==> src/rtl/stepdown_pwm_pkg.sv <==
// Shared state encoding, default widths and gate-command decode for stepdown_pwm_ctrl.
package stepdown_pwm_pkg;
  localparam int CNT_W_DEF = 8;
  localparam int DT_W_DEF  = 4;
  localparam int BLANK_DEF = 3;

  typedef enum logic [2:0] {IDLE, DT_LH, HS_ON, DT_HL, LS_ON, FAULT} pwm_state_e;

  typedef struct packed {
    logic hs;
    logic ls;
    logic fault;
  } gate_cmd_t;

  localparam gate_cmd_t CMD_IDLE = '{hs: 1'b0, ls: 1'b0, fault: 1'b0};

  // Gate commands are pure state decodes, so hs and ls can never be set together.
  function automatic gate_cmd_t cmd_of(pwm_state_e s);
    gate_cmd_t c;
    c.hs    = (s == HS_ON);
    c.ls    = (s == LS_ON);
    c.fault = (s == FAULT);
    return c;
  endfunction
endpackage

==> src/rtl/stepdown_sync2.sv <==
// Two-flop synchronizer for asynchronous comparator inputs.
module stepdown_sync2 (
  input  logic clk,
  input  logic rst_n,
  input  logic i_d,
  output logic o_q
);
  logic r_meta, r_sync;

  always_ff @(posedge clk or negedge rst_n) begin
    if (!rst_n) begin
      r_meta <= 1'b0;
      r_sync <= 1'b0;
    end else begin
      r_meta <= i_d;
      r_sync <= r_meta;
    end
  end

  assign o_q = r_sync;
endmodule

==> src/rtl/stepdown_pwm_ctrl.sv <==
// Stepdown PWM command source: dead-time HS/LS commands with cycle-by-cycle OC limit.
// Define STEPDOWN_OC_LATCH_EN to latch overcurrent into FAULT until en drops.
module stepdown_pwm_ctrl
  import stepdown_pwm_pkg::*;
#(
  parameter int CNT_W = CNT_W_DEF,
  parameter int DT_W  = DT_W_DEF,
  parameter int BLANK = BLANK_DEF
) (
  input  logic             clk,
  input  logic             rst_n,
  input  logic             CELV,
  input  logic             CELG,
  input  logic             SUB,
  input  logic             en,
  input  logic [CNT_W-1:0] period,
  input  logic [CNT_W-1:0] duty,
  input  logic [DT_W-1:0]  dead_time,
  input  logic             load,
  input  logic             oc_i,
  output logic             hs_o,
  output logic             ls_o,
  output logic             cycle_start_o,
  output logic             fault_o
);
  localparam int BW = (BLANK > 0) ? $clog2(BLANK + 1) : 1;
  localparam logic [BW-1:0] BLANK_V = BW'(BLANK);
`ifdef STEPDOWN_OC_LATCH_EN
  localparam bit OC_LATCH = 1'b1;
`else
  localparam bit OC_LATCH = 1'b0;
`endif

  pwm_state_e       r_state, w_nxt;
  gate_cmd_t        r_cmd;
  logic             r_cs, r_lock, r_load_pend, r_en_d;
  logic [CNT_W-1:0] r_cnt, r_per_sh, r_duty_sh;
  logic [DT_W-1:0]  r_dt_sh, r_dcnt;
  logic [BW-1:0]    r_bcnt;

  logic             w_oc_sync, w_en_rise, w_eoc, w_upd, w_req, w_lock, w_dt0, w_oc_qual;
  logic [CNT_W-1:0] w_per, w_duty;
  logic [DT_W-1:0]  w_dt;
  logic [CNT_W:0]   w_per_p1, w_duty_eff;
  logic             w_unused;

  assign w_unused = ^{CELV, CELG, SUB, r_cmd.fault};

  stepdown_sync2 u_oc_sync (.clk(clk), .rst_n(rst_n), .i_d(oc_i), .o_q(w_oc_sync));

  // On the enable edge the shadow is being loaded this clock, so act on the incoming values.
  assign w_en_rise  = en & ~r_en_d;
  assign w_per      = w_en_rise ? period    : r_per_sh;
  assign w_duty     = w_en_rise ? duty      : r_duty_sh;
  assign w_dt       = w_en_rise ? dead_time : r_dt_sh;
  assign w_eoc      = (r_cnt == w_per);
  assign w_upd      = w_en_rise | (en & w_eoc & r_load_pend);

  assign w_per_p1   = {1'b0, w_per} + (CNT_W + 1)'(1);
  assign w_duty_eff = ({1'b0, w_duty} > w_per_p1) ? w_per_p1 : {1'b0, w_duty};
  assign w_req      = ({1'b0, r_cnt} < w_duty_eff);
  assign w_dt0      = (w_dt == '0);
  // HS lockout after it turns off; released as the counter wraps to 0.
  assign w_lock     = r_lock & (r_cnt != '0);
  assign w_oc_qual  = w_oc_sync & (r_state == HS_ON) & (r_bcnt == '0);

  always_comb begin
    w_nxt = r_state;
    if (!en) begin
      w_nxt = IDLE;
    end else begin
      case (r_state)
        IDLE:    w_nxt = w_req ? (w_dt0 ? HS_ON : DT_LH) : (w_dt0 ? LS_ON : DT_HL);
        LS_ON:   if (w_req && !w_lock) w_nxt = w_dt0 ? HS_ON : DT_LH;
        DT_LH:   if (!w_req) w_nxt = LS_ON;
                 else if (r_dcnt == '0) w_nxt = HS_ON;
        HS_ON:   if (w_oc_qual && OC_LATCH) w_nxt = FAULT;
                 else if (w_oc_qual || !w_req) w_nxt = w_dt0 ? LS_ON : DT_HL;
        DT_HL:   if (r_dcnt == '0) w_nxt = LS_ON;
        FAULT:   w_nxt = FAULT;
        default: w_nxt = IDLE;
      endcase
    end
  end

  always_ff @(posedge clk or negedge rst_n) begin
    if (!rst_n) begin
      r_state     <= IDLE;
      r_cmd       <= CMD_IDLE;
      r_cs        <= 1'b0;
      r_cnt       <= '0;
      r_dcnt      <= '0;
      r_bcnt      <= '0;
      r_lock      <= 1'b0;
      r_per_sh    <= '0;
      r_duty_sh   <= '0;
      r_dt_sh     <= '0;
      r_load_pend <= 1'b0;
      r_en_d      <= 1'b0;
    end else begin
      r_en_d      <= en;
      r_load_pend <= load | (r_load_pend & ~w_upd);
      if (w_upd) begin
        r_per_sh  <= period;
        r_duty_sh <= duty;
        r_dt_sh   <= dead_time;
      end
      r_cnt   <= (!en || w_eoc) ? '0 : r_cnt + CNT_W'(1);
      r_cs    <= en && (r_cnt == '0);
      r_state <= w_nxt;
      r_cmd   <= cmd_of(w_nxt);
      // dcnt holds remaining dead clocks minus one, so a DT state lasts dead_time clocks.
      if (w_nxt != r_state && (w_nxt == DT_LH || w_nxt == DT_HL)) r_dcnt <= w_dt - DT_W'(1);
      else if (r_dcnt != '0) r_dcnt <= r_dcnt - DT_W'(1);
      if (w_nxt == HS_ON && r_state != HS_ON) r_bcnt <= BLANK_V;
      else if (r_state == HS_ON && r_bcnt != '0) r_bcnt <= r_bcnt - BW'(1);
      if (!en) r_lock <= 1'b0;
      else if (r_state == HS_ON && w_nxt != HS_ON) r_lock <= 1'b1;
      else if (r_cnt == '0) r_lock <= 1'b0;
    end
  end

  assign hs_o          = r_cmd.hs;
  assign ls_o          = r_cmd.ls;
  assign cycle_start_o = r_cs;
`ifdef STEPDOWN_OC_LATCH_EN
  assign fault_o       = r_cmd.fault;
`else
  assign fault_o       = 1'b0;
`endif
endmodule

==> config.mk <==
export PLATFORM = sky130hd
export DESIGN_NAME = stepdown_pwm_ctrl
export DESIGN_NICKNAME = d
export VERILOG_FILES = /design/src/rtl/stepdown_pwm_pkg.sv /design/src/rtl/stepdown_sync2.sv /design/src/rtl/stepdown_pwm_ctrl.sv
export SDC_FILE = /design/constraint.sdc
export NUM_CORES = 1
export LEC_CHECK = 0
export CORE_AREA = 5 5 90 92
export CTS_BUF_LIST = sky130_fd_sc_hd__clkbuf_4 sky130_fd_sc_hd__clkbuf_8 sky130_fd_sc_hd__clkbuf_16
export DETAILED_ROUTE_END_ITERATION = 10
export DIE_AREA = 0 0 95 97
export SETUP_SLACK_MARGIN = 0.3
export SYNTH_ARGS = -nofsm -noshare
export SYNTH_HDL_FRONTEND = slang
export SYNTH_SLANG_ARGS = --single-unit
export TNS_END_PERCENT = 10
==> constraint.sdc <==
create_clock -name clk -period 7.3 [get_ports clk]
set_input_delay 1.825 -clock clk [delete_from_list [all_inputs] [get_ports clk]]
set_output_delay 1.825 -clock clk [all_outputs]
set_load 0.05 [all_outputs]
---- Yosys cells after proc, flatten, opt, wreduce, memory -nomap -nowiden ----
Cells that the tools add are included.
storage, ports and cells
  output and inout port bits .............. 4
  bits in registers ....................... 45
  input port bits ......................... 28
  word-level logic and storage cells ...... 91
cells by class
  reduce and logical (&&, ||, !) cells .... 22
  equality and inequality tests ........... 14
  $lt $le $gt $ge ......................... 2
  muxes and demuxes ....................... 22
  bitwise operators ....................... 11
  add/subtract/negate cells ............... 5
operators by type and width
  kind                                                    number
  2-to-1 mux 3 bit                                        8
  2-to-1 mux 8 bit                                        3
  one-hot mux 3 bit (6 select lines)                      1
  == test 3 x 2 -> 1 bit (second input constant)          4
  2-to-1 mux 4 bit                                        3
  adder 8 x 1 -> 9 bit (second input constant)            1
  == test 3 bit (second input constant)                   3
  greater-than comparator 8 x 9 -> 1 bit                  1
  < comparator 8 x 9 -> 1 bit                             1
  2-to-1 mux 9 bit                                        1
  adder 8 x 1 -> 8 bit (second input constant)            1
  == test 8 bit                                           1
  zero test 4 bit                                         2
  zero test 8 bit                                         1
  nonzero test 8 bit                                      1
  subtractor 4 x 1 -> 4 bit (second input constant)       2
  AND 1 bit                                               7
  == test 3 x 1 -> 1 bit (second input constant)          2
  logical AND 1 bit                                       6
  2-to-1 mux 2 bit                                        3
  inequality test 3 x 2 -> 1 bit (second input constant)  2
  nonzero test 2 bit                                      3
  nonzero test 4 bit                                      1
  zero test 1 bit                                         3
  9 further kinds                                         15

---- Logic depth before layout (Yosys ltp) ----
Gate-level depths: netlist (run 1).
  word-level depth ........................ 16
  mapped depth ............................ 35
  depth with buffers taken out ............ 33

---- Cells and area by module ----
Synthesis (run 1) repeated with hierarchy kept, for this count alone.
second synthesis, totals
  cells, all modules ...................... 343
  area total of the unflattened synthesis .. 3183.1 sq um
modules (own cells, without submodules)
  module             sequential area each (sq um)  instances  area an instance (sq um)  cells an instance
  stepdown_pwm_ctrl  1076.0                        1          3133.0                    341
  stepdown_sync2     50.0                          1          50.0                      2

---- Least setup slack after synthesis (run 1) ----
Ideal clock, no wire load.
  kind .................................... input port to flip-flop
  start point ............................. input en
  end point ............................... register r_dcnt[2]
  slack ................................... -119 ps
  data required time ...................... 7176 ps
  stages .................................. 34
  library setup time ...................... 124 ps
  path buffers ............................ 2
  arrival ................................. 7295 ps
  cell sequence ........................... nand2b_1 -> buf_2 -> mux2i_1 -> inv_1 -> ha_1 -> nor2b_4 -> nand2_1 -> xor2_1 -> nand2_1 -> nand2_1 -> ha_1 -> nand4_1 -> o221ai_1 -> o211ai_1 -> a31oi_4 -> clkbuf_1 -> o21ai_0 -> ha_1 -> a211oi_1 -> o21ai_0 -> a21oi_1 -> nand2_1 -> mux2i_4 -> inv_1 -> ha_1 -> a211oi_1 -> a21oi_1 -> nor3_2 -> and2_4 -> mux2i_1 -> ha_1 -> nor2_1 -> o211ai_1 -> nand2_1
on the way
  cells in the longest elaborated chain, start to end .. 15
  elaborated cells between the ends (all ways) .. 28
  those cells by class .................... add/sub (2); order compare (2); eq/ne (3); mux (13); bitwise (1); reduce/logical (7)
RTL lines
  what                                                              line                      RTL
  start: declaration                                                stepdown_pwm_ctrl.sv:15   input logic en,
  AND 1 bit                                                         stepdown_pwm_ctrl.sv:52   assign w_en_rise = en & ~r_en_d;
  2-to-1 mux 8 bit                                                  stepdown_pwm_ctrl.sv:53   assign w_per = w_en_rise ? period : r_per_sh;
  adder 8 x 1 -> 9 bit                                              stepdown_pwm_ctrl.sv:59   assign w_per_p1 = {1'b0, w_per} + (CNT_W + 1)'(1);
  greater-than comparator 8 x 9 -> 1 bit                            stepdown_pwm_ctrl.sv:60   assign w_duty_eff = ({1'b0, w_duty} > w_per_p1) ? w_per_p1 : {1'b0, w_duty};
  2-to-1 mux 9 bit                                                  stepdown_pwm_ctrl.sv:60
  < comparator 8 x 9 -> 1 bit                                       stepdown_pwm_ctrl.sv:61   assign w_req = ({1'b0, r_cnt} < w_duty_eff);
  zero test 1 bit                                                   stepdown_pwm_ctrl.sv:78   else if (w_oc_qual || !w_req) w_nxt = w_dt0 ? LS_ON : DT_HL;
  logical OR 1 bit                                                  stepdown_pwm_ctrl.sv:78
  2-to-1 mux 3 bit                                                  stepdown_pwm_ctrl.sv:78
  one-hot mux 3 bit (6 select lines)                                stepdown_pwm_ctrl.sv:72   case (r_state)
  2-to-1 mux 3 bit                                                  stepdown_pwm_ctrl.sv:69   if (!en) begin
  == test 3 x 1 -> 1 bit or == test 3 x 2 -> 1 bit (tied branches)  stepdown_pwm_ctrl.sv:113  if (w_nxt != r_state && (w_nxt == DT_LH || w_nxt == DT_HL)) r_dcnt <= w_dt - DT_W'(1);
  logical OR 1 bit                                                  stepdown_pwm_ctrl.sv:113
  logical AND 1 bit                                                 stepdown_pwm_ctrl.sv:113
  2-to-1 mux 4 bit or nonzero test 2 bit (tied branches)            --
  end signal: assignment                                            stepdown_pwm_ctrl.sv:113
  end signal: assignment                                            stepdown_pwm_ctrl.sv:114  else if (r_dcnt != '0) r_dcnt <= r_dcnt - DT_W'(1);
  end: declaration                                                  stepdown_pwm_ctrl.sv:38   logic [DT_W-1:0] r_dt_sh, r_dcnt;
Several ways; a longest one is shown, not always the timed one.
A chain may end at the register's enable or synchronous reset.

---- Final worst setup path (run 1) ----
Ends and elaborated chain as after synthesis.

==> results of run 1 <==
## worst max path at each step
stage,cells after the start,to,slack [ns],from
after detailed placement,32,r_dcnt[2]$_DFFE_PN0P_,-0.32,en
after floorplan,34,r_dcnt[2]$_DFFE_PN0P_,0.15,en
after CTS,33,r_dcnt[2]$_DFFE_PN0P_,0.34,en
after global placement,30,r_dcnt[2]$_DFFE_PN0P_,-0.28,en
final,34,r_dcnt[2]$_DFFE_PN0P_,0.47,en
after global routing,34,r_dcnt[2]$_DFFE_PN0P_,0.09,en
## worst reg2reg max path: cells and delay by family (launching register included)
family / cells / cell delay, ns
buffers and inverters: 2 / 0.25
adder cells (fa/ha/maj): 5 / 1.15
XOR/XNOR: 1 / 0.06
AO/OA/AOI/OAI: 9 / 1.21
flip-flops: 1 / 0.43
multiplexers: 3 / 0.71
AND/OR/NAND/NOR: 13 / 1.77
## registers in the layout, indices dropped and copies added (netlist names), 2 cells and up
| name | cells |
|---|---|
| r_bcnt | 2 |
| r_cnt | 8 |
| r_dcnt | 4 |
| r_dt_sh | 4 |
| r_duty_sh | 8 |
| r_per_sh | 8 |
| r_state | 3 |
## layout by cell type (no fill, tap or decap), types with 3 or more instances in the layout
cell,instances
clkdlybuf4s50_1,23
xnor2_1,9
clkbuf_8,5
a21oi_1,9
dfrtp_1,45
and3_1,5
mux2i_4,3
o21ai_0,11
nor4_1,6
mux2_2,19
nand3_1,15
nor2_1,24
a211oi_2,4
buf_4,32
mux2i_1,13
a21oi_2,3
ha_4,4
o211ai_1,3
nor3_1,3
and2_1,3
o21ai_1,4
nand4_1,3
inv_1,10
nand2_2,5
nand2_1,47
xor2_1,10
ha_1,16
## repair_timing
action / 4_1_cts / 5_1_grt
setup buffers: 3 / 5
setup endpoints to repair: 5 / 7
gates cloned: 1 / 0
hold buffers: 0 / 0
resized for setup: 6 / 31
pin swaps: 1 / 18
## power by group through the flow
stage	logic [mW]	registers [mW]	clock network, mW
2_1_floorplan	0.327	0.328	0
3_3_place_gp	0.435	0.341	0
3_5_place_dp	0.447	0.343	0
4_1_cts	0.467	0.338	0.160
5_1_grt	0.551	0.347	0.169
6_report	0.486	0.339	0.153
## per-layer routing
metal  GRT usage [%]  up-vias  part of all wire, %
met4            3.66        0                 0.98
met5               0        -                    0
met3            2.56        7                  2.6
met1            21.9     1232                   45
li1                -     1297                    -
met2            27.0       29                   52
## metrics by stage
stage	setup WS, ns	instances	hold WS, ns	util [%]	area [sq um]
CTS	0.341	486	0.360	53.5	3820
detailed placement	-0.316	474	0.339	51.6	3680
global placement	-0.276	474	0.336	51.6	3680
global route	0.0917	491	0.368	55.6	3970
floorplan	0.153	335	0.331	-	3180
finish	0.469	491	0.356	55.6	3970
## logic make-up (layout without fill, tap and decap cells)
kind of cell               count (synthesis)  after routing  share of synthesized area, %
xor gates and xnor gates                  21             21                          5.90
AOI/OAI and AO/OA                         54             55                          11.6
buffers and inverters                     25             81                          3.65
other                                      1              1                         0.120
muxes                                     38             38                          14.0
adders and majority gates                 21             21                          8.43
and+or+nand+nor                          130            130                          20.1
DFF                                       45             45                          36.1
## cell type report
cell class | count | area, sq um | share of cell area (%)
Sequential cell | 45 | 1130 | 28.4
Clock inverter | 3 | 17.5 | 0.441
Inverter | 12 | 45.0 | 1.13
Multi-Input combinational cell | 266 | 2050 | 51.6
Timing Repair Buffer | 61 | 538 | 13.6
Clock buffer | 5 | 68.8 | 1.73
Tap cell | 99 | 124 | 3.12
==> impl_metrics.yaml, run 1 <==
die:
  top_level_ports: 32
  start_util_pct: 43.7
  dieWidth_microns: 95
  core_sq_um: 7140
  die_area_sq_um: 9220
  die_h_microns: 97
  num_rows: 31
power:
  irDropWorstVdd_mv: 0.158
  power_leakage_nw: 1.79
  power.share.switching_pct: 38.4
  pwr-share-clk_pct: 15.7
  seqPwrFrac_pct: 34.7
  p_int_mw: 0.602
  pwr_density_cell_nw_per_um2: 246
  switchingPower_mw: 0.375
  p_total_mw: 0.977
  pwr-share-comb_pct: 49.7
sta:
  fmax_mhz: 146
  drv_slew: 0
  period_share_pct: 93.6
  fin_crit_ns: 6.83
  rsz0062_at_grt: "yes"
  setup_viol: 0
  finalSetupTns_ns: 0
  skew_ns: 0.00710
  relSlewSlack_pct: 31.6
  hold_viol_final: 0
  worst_pin_slew_ns: 1.03
synthesis:
  synth_top_cell_area_share_pct: 36.1
  synth-edff-count: 0
  netlist_top_cells_area: "dfrtp_1 36%, ha_1 8.4%, mux2_2 7.2%"
  synthTopCellsByCount: "52 x nand2_1, 45 x dfrtp_1, 24 x nor2_1"
  synth-seq-area-share_pct: 36.1
  synth-seq-cells: 45
  netlist_instances: 335
  yosysTopAreaCell: "dfrtp_1"
  syn_avg_cell_area_sq_um: 9.30
  synth_nets: 384
  ys_types: 57
  syn_area_sq_um: 3120
  ys.flop_type: "dfrtp_1"
  ys_warn_count: 0
  yosysMostFrequentCell: "nand2_1"
  async_flop_share_pct: 100
layout:
  syn2layout_area_growth_pct: 27.4
  finalNetCount: 440
  fillCellCount: 700
  drive_gt1_share_pct: 26.5
  num_antenna_cells: 0
setup_path:
  arrival_ns: 7.02
  crit_buf_inv: 3
  crit_slowest_cell: "or3_1"
  critical-path-top-delay-family: "simple AND/OR/NAND/NOR gates"
  worstSetupPathType: "in -> reg"
  cp-end-kind: "flop"
  crit_path_start_kind: "input port"
  rrSetupSlack_ns: 1.61
  slowest_delay_ns: 0.39
  crit_fanout: 6
  cp.required_ns: 7.49
  r2r_cells: 33
  r2r-start: "r_en_d$_DFF_PN0_"
  rr_endpoint: "r_dcnt[2]$_DFFE_PN0P_"
outcome:
  status: "finished, final reports clean"
global_routing:
  grt_max_degree: 46
  grt_pass1_vias: 2527
  antenna_found_initial: 0
  grt_use_total_pct: 16.2
  grt_pass1_wl_mm: 12.0
  overflow: 0
run:
  drv_cap: 0
hold_path:
  hp-start: "u_oc_sync.r_meta$_DFF_PN0_"
  min_path_cells: 0
  hold_class: "reg -> reg"
  min_to: "u_oc_sync.o_q$_DFF_PN0_"
detailed_routing:
  wl_mm: 7.15
  vias: 2565
  first_iter_violations: 95
  drtAntennaViolNets: 0
  wl_per_cell_microns: 14.6
  firstDrtPassIters: 4
  vias_per_cell: 5.22
  drc_errors: 0
clock_network:
  clockBufferDepth: 2
  cts_root_buf: "clkbuf_8"
  insertion_delay_ns: 0.30
  cts-buffers-inserted: 5
  htree_levels: 2
  cts_sinks: 45
  cts_tree: "done"
  clk_pin_slew_ns: 0.09
place:
  hpwl_mm: 5.36
  port_buffers: 27
  place_congestion: 0.856
Note: power is estimated with default switching activity, not from simulation.
==> run 2: changes to the inputs <==
==> constraint.sdc (replaced) <==
create_clock -name clk -period 7.3 [get_ports clk]
set_input_delay 1.825 -clock clk [delete_from_list [all_inputs] [get_ports clk]]
set_output_delay 1.825 -clock clk [all_outputs]
set_load 0.01 [all_outputs]
==> results of run 2 <==
Same layout as run 1 (identical final DEF). Status: finished, final reports clean.
Among the figures that moved: total power 0.977 mW -> 0.971 mW
